$ cat src/rtl/ctrl_symbol_rx_pkg.sv
// ctrl_symbol_rx_pkg: shared types and constants for the serial control-symbol receiver
package ctrl_symbol_rx_pkg;

   typedef enum logic [1:0] {
      a = 2'b00,
      b = 2'b01,
      c = 2'b10
   } ctrl_t;

   typedef enum logic [1:0] {
      ERR_NONE,
      ERR_FRAME,
      ERR_PARITY,
      ERR_ILLEGAL
   } err_t;

   typedef enum logic [2:0] {
      ST_IDLE,
      ST_START,
      ST_DATA,
      ST_PARITY,
      ST_STOP
   } ctrl_rx_state_t;

   localparam int FRAME_BITS = 5;

   // even parity bit that makes the XOR of data and parity zero
   function automatic logic even_parity(input logic [1:0] d);
      return ^d;
   endfunction

endpackage

$ cat src/rtl/ctrl_symbol_rx_bit_sync.sv
// ctrl_symbol_rx_bit_sync: multi-stage synchroniser for an asynchronous idle-high input
module ctrl_symbol_rx_bit_sync #(
   parameter int STAGES = 2
) (
   input  logic clk_i,
   input  logic rst_ni,
   input  logic d_i,
   output logic q_o
);

   logic [STAGES-1:0] sync_q, sync_d;

   // shift the raw input one stage deeper every cycle
   always_comb sync_d = {sync_q[STAGES-2:0], d_i};

   // stages preset to the idle-high level so reset never looks like a start bit
   always_ff @(posedge clk_i or negedge rst_ni)
      if (!rst_ni) sync_q <= '1;
      else         sync_q <= sync_d;

   assign q_o = sync_q[STAGES-1];

endmodule

$ cat src/rtl/ctrl_symbol_rx.sv
// ctrl_symbol_rx: deserialises 5-bit framed serial symbols into ctrl_t, flags framing/parity/illegal errors
module ctrl_symbol_rx
   import ctrl_symbol_rx_pkg::*;
#(
   parameter int CLKS_PER_BIT = 4,
   parameter int SYNC_STAGES  = 2
) (
   input  logic       clk_i,
   input  logic       rst_ni,
   input  logic       rx_i,
   output logic [1:0] control_signal_o,
   output logic       valid_o,
   output logic       err_o,
   output logic [1:0] err_code_o,
   output logic       busy_o
);

   localparam int BW = $clog2(CLKS_PER_BIT);
   localparam logic [BW-1:0] MID  = BW'(CLKS_PER_BIT/2 - 1);
   localparam logic [BW-1:0] LAST = BW'(CLKS_PER_BIT - 1);

   logic           rx_s;
   ctrl_rx_state_t state_q, state_d;
   logic [BW-1:0]  baud_q, baud_d;
   logic           bit_q, bit_d;
   logic [1:0]     data_q, data_d;
   logic           par_err_q, par_err_d;
   logic           break_q, break_d;
   logic [1:0]     ctrl_q, ctrl_d;
   logic           valid_q, valid_d;
   logic           err_q, err_d;
   err_t           err_code_q, err_code_d;
   logic           tick;

   ctrl_symbol_rx_bit_sync #(.STAGES(SYNC_STAGES)) u_sync (
      .clk_i  (clk_i),
      .rst_ni (rst_ni),
      .d_i    (rx_i),
      .q_o    (rx_s)
   );

   assign tick = (baud_q == LAST);

   // frame sequencing, bit capture and the end-of-frame accept/reject decision
   always_comb begin
      state_d    = state_q;
      baud_d     = tick ? '0 : baud_q + 1'b1;
      bit_d      = bit_q;
      data_d     = data_q;
      par_err_d  = par_err_q;
      break_d    = break_q;
      ctrl_d     = ctrl_q;
      valid_d    = 1'b0;
      err_d      = 1'b0;
      err_code_d = ERR_NONE;
      case (state_q)
         ST_IDLE: begin
            baud_d  = '0;
            bit_d   = 1'b0;
            break_d = break_q & ~rx_s;
            if (!break_q && !rx_s) state_d = ST_START;
         end
         ST_START:
            if (baud_q == MID) begin
               baud_d  = '0;
               state_d = rx_s ? ST_IDLE : ST_DATA;
            end
         ST_DATA:
            if (tick) begin
               data_d  = {rx_s, data_q[1]};
               bit_d   = 1'b1;
               state_d = bit_q ? ST_PARITY : ST_DATA;
            end
         ST_PARITY:
            if (tick) begin
               par_err_d = rx_s ^ even_parity(data_q);
               state_d   = ST_STOP;
            end
         ST_STOP:
            if (tick) begin
               state_d = ST_IDLE;
               if (!rx_s) begin
                  err_d      = 1'b1;
                  err_code_d = ERR_FRAME;
                  break_d    = 1'b1;
               end else if (par_err_q) begin
                  err_d      = 1'b1;
                  err_code_d = ERR_PARITY;
               end else if (&data_q) begin
                  err_d      = 1'b1;
                  err_code_d = ERR_ILLEGAL;
               end else begin
                  valid_d = 1'b1;
                  ctrl_d  = data_q;
               end
            end
         default: state_d = ST_IDLE;
      endcase
   end

   // register all receiver state and outputs; reset drops any partial frame
   always_ff @(posedge clk_i or negedge rst_ni)
      if (!rst_ni) begin
         state_q    <= ST_IDLE;
         baud_q     <= '0;
         bit_q      <= 1'b0;
         data_q     <= '0;
         par_err_q  <= 1'b0;
         break_q    <= 1'b0;
         ctrl_q     <= a;
         valid_q    <= 1'b0;
         err_q      <= 1'b0;
         err_code_q <= ERR_NONE;
      end else begin
         state_q    <= state_d;
         baud_q     <= baud_d;
         bit_q      <= bit_d;
         data_q     <= data_d;
         par_err_q  <= par_err_d;
         break_q    <= break_d;
         ctrl_q     <= ctrl_d;
         valid_q    <= valid_d;
         err_q      <= err_d;
         err_code_q <= err_code_d;
      end

   assign control_signal_o = ctrl_q;
   assign valid_o          = valid_q;
   assign err_o            = err_q;
   assign err_code_o       = err_code_q;
   assign busy_o           = (state_q != ST_IDLE);

endmodule

$ cat config.mk
export PLATFORM = sky130hd
export DESIGN_NAME = ctrl_symbol_rx
export DESIGN_NICKNAME = d
export VERILOG_FILES = /design/src/rtl/ctrl_symbol_rx_pkg.sv /design/src/rtl/ctrl_symbol_rx_bit_sync.sv /design/src/rtl/ctrl_symbol_rx.sv
export SDC_FILE = /design/constraint.sdc
export NUM_CORES = 1
export LEC_CHECK = 0
export BUFFER_PORTS_ARGS = -buffer_cell sky130_fd_sc_hd__buf_4
export CORE_MARGIN = 4
export CORE_UTILIZATION = 27
export CTS_BUF_LIST = sky130_fd_sc_hd__clkbuf_4 sky130_fd_sc_hd__clkbuf_8
export CTS_CLUSTER_SIZE = 16
export DETAILED_ROUTE_END_ITERATION = 10
export MAX_ROUTING_LAYER = met4
export PLACE_DENSITY = 0.39
export RECOVER_POWER = 50
export SLEW_MARGIN = 0
export SYNTH_ARGS = -nofsm -noshare
export SYNTH_HDL_FRONTEND = slang
export SYNTH_SLANG_ARGS = --single-unit
$ cat constraint.sdc
create_clock -name clk_i -period 2 [get_ports clk_i]
set_clock_uncertainty 0.2 [all_clocks]
set_input_delay 0.2 -clock clk_i [delete_from_list [all_inputs] [get_ports clk_i]]
set_output_delay 0.2 -clock clk_i [all_outputs]
set_load 0.01 [all_outputs]
==> impl_metrics.yaml <==
floorplan:
  ios: 10
  die_h_microns: 63.39
  dieArea_sq_mm: 0.004018
  die_x_microns: 63.39
  rows: 19
  coreArea_sq_mm: 0.002853
  start_util_pct: 29.04
layout:
  fillCellCount: 298
  area_growth_syn_to_layout_pct: 14.80
  diodes: 0
  final_area_sq_um: 950.9
  fin_nets: 89
  drive_above_1_share_pct: 23.46
critical_path:
  cp-start-kind: "register"
  slowest_stage: "dfrtp_1"
  end_kind: "output port"
  cp_max_fo: 9
  arrival_ps: 1410
  cp_slowest_stage_delay_ps: 490
  worstPathRequired_ps: 1600
  crit_type: "register to output port"
  reg2reg_depth: 4
  crit_chain: "or3_1, buf_4"
sta:
  maxSlewViolCount: 0
  fin_ws_ps: 194.7
  tightest_slew_ps: 968.8
  fmax_mhz: 553.9
  setup-tns-final_ps: 0
  slew_headroom_pct: 35.42
  post-route-period-util_pct: 90.26
  fin_crit_ps: 1805
  hold_viol: 0
  rsz0062_at_grt: "false"
  whs_ps: 161.0
  setup-violations-final: 0
power_and_ir_drop:
  p_leak_nw: 0.4458
  p_total_w: 0.001098
  p_per_area_mw_per_mm2: 1155
  vdd_ir_drop_max_uv: 501.7
synth:
  syn_area_sq_um: 828.3
  synth_flop_cell: "dfrtp_1"
  syn_inst: 71
  yosysTopAreaCellShare_pct: 48.34
  yosys.area.top_type: "dfrtp_1"
  synth_edf_count: 0
  postSynthAreaPerCell_sq_um: 11.67
  synth_seq_cells: 18
  synth_top_family_by_area: "simple AND/OR/NAND/NOR gates"
  synth_warnings: 0
  ys_seq_area_share_pct: 54.68
  synth-compound-area-share_pct: 8.006
  synthMuxAreaShare_pct: 6.344
  synthMostInstantiatedCell: "dfrtp_1"
  yosys-top-cells-count: "dfrtp_1 (16), nand2_1 (7)"
  synth_area_leaders: "dfrtp_1 (48%), dfstp_2 (6.3%), ha_1 (6.0%), mux2_4 (3.6%), nand2_1 (3.2%)"
  synth_nets: 78
  synthSimpleGateAreaFrac_pct: 18.13
  async_flop_share_pct: 100.0
  synthXorXnorAreaFrac_pct: 1.057
  ys_types: 25
  synth_fa_ha_area_share_pct: 6.042
clock_network:
  clkTransAtPathRegs_ps: 100
  cts_tree: "built"
  cts_max_path_buffers: 2
  cts-htree-levels: 1
  cts_sinks: 18
  cts-root-buf: "clkbuf_4"
  clock_latency_ps: 290
  numCtsBuffers: 3
detailed_routing:
  firstDrtPassIters: 2
  via_count: 530
  wirelength_mm: 1.387
  vias_per_cell: 4.732
  wl_per_cell_microns: 12.38
  drc: 0
  drt_iter0_markers: 11
  final_antenna_net_count: 0
job:
  drv_cap: 0
hold_path:
  hold_path_depth: 0
  min_path_type: "register to register"
status:
  status: "complete, no violations"
global_routing:
  antenna_found_initial: 0
  gr-total-overflow: 0
  grt_pass1_wl_mm: 2.594
  grt_max_degree: 19
  grt_pass1_vias: 539
  grtUsageTotal_pct: 8.602
place:
  gp_congestion: 0.6780
  dp_hpwl_microns: 971.3
  dpl_cell_area_sq_um: 902.1
  dp_slack_ps: 207.4
  io_buffers: 9
==> registers in the layout, indices dropped and copies added (netlist names) <==
register	count
state_q	3
baud_q	2
control_signal_o	2
data_q	2
err_code_o	2
u_sync.sync_q	2
bit_q	1
break_q	1
err_o	1
par_err_q	1
valid_o	1
==> cell families (layout without fill, tap and decap cells) <==
kind of cell | after synthesis | after routing
buffers and inverters | 9 | 19
XOR/XNOR | 1 | 1
AND/OR/NAND/NOR | 24 | 24
AO/OA/AOI/OAI | 11 | 11
multiplexers | 4 | 4
flip-flops | 18 | 18
adder cells (fa/ha/maj) | 4 | 4
==> critical path: cells and delay by family (launching register included) <==
family	cells	cell delay [ps]
buffers and inverters	1	170
AND/OR/NAND/NOR	1	450
flip-flops	1	490
==> power breakdown <==
part           leakage [nW]  total (W)  switching, W  internal (W)
combinational         0.193   0.000298      0.000145      0.000154
clock                0.0210   0.000224      0.000113      0.000111
sequential            0.232   0.000576      0.000121      0.000454
total                 0.446    0.00110      0.000380      0.000719
==> cells in the final DEF, fill, tap and decap left out <==
master / netlist / final
a211oi_1: 2 / 2
mux2_4: 2 / 2
dfrtp_1: 16 / 16
xnor2_1: 1 / 1
clkbuf_1: 0 / 2
o21ai_0: 4 / 4
nor3b_1: 3 / 3
dlygate4sd3_1: 0 / 2
buf_4: 3 / 6
nor2_1: 4 / 4
inv_1: 4 / 4
mux2_2: 2 / 2
or3_1: 1 / 1
nand2_1: 7 / 7
nor3_1: 2 / 2
and4bb_4: 1 / 1
nand4b_1: 1 / 1
dfstp_2: 2 / 2
clkbuf_4: 0 / 4
nand3_4: 1 / 1
nand3_1: 1 / 1
a21oi_1: 3 / 3
ha_1: 4 / 4
a311oi_1: 1 / 1
nor4bb_1: 1 / 1
o21a_1: 1 / 1
clkbuf_8: 0 / 1
nand2b_1: 2 / 2
==> final cells by class <==
type	count	area, sq um	area share, %
multi-input combinational	44	327.8	34.47
tap	31	38.79	4.079
sequential	18	452.9	47.63
clock buffer	4	36.28	3.816
inverter	4	15.01	1.579
timing repair buffer	11	80.08	8.421
==> per-stage QoR <==
| step | cells | util [%] |
|---|---|---|
| after floorplan | 71 | - |
| after global placement | 106 | 31.62 |
| after detailed placement | 106 | 31.62 |
| after CTS | 112 | 33.60 |
| after global routing | 112 | 33.33 |
| final | 112 | 33.33 |
==> per-layer routing <==
layer	routed length, microns	global-route usage (%)
met5	0	-
met4	23	4.043
met3	94	3.552
met2	627	12.39
met1	641	10.41
==> what timing repair did <==
action	CTS	global route
hold endpoints to repair	19	0
resized for setup	0	0
setup buffers	0	0
hold buffers	2	0
==> final timing paths <==
| kind | from | end | slack [ps] |
|---|---|---|---|
| setup / recovery | state_q[2] | busy_o | 190 |
| hold / removal | u_sync.sync_q[0] | u_sync.sync_q[1] | 160 |
| min in group asynchronous | rst_ni | state_q[0] | 360 |
| hold reg to reg | u_sync.sync_q[0] | u_sync.sync_q[1] | 160 |
| setup reg to reg | baud_q[0] | data_q[1] | 230 |
| max in group asynchronous | rst_ni | data_q[0] | 650 |
Power figures use the tool's default switching activity.
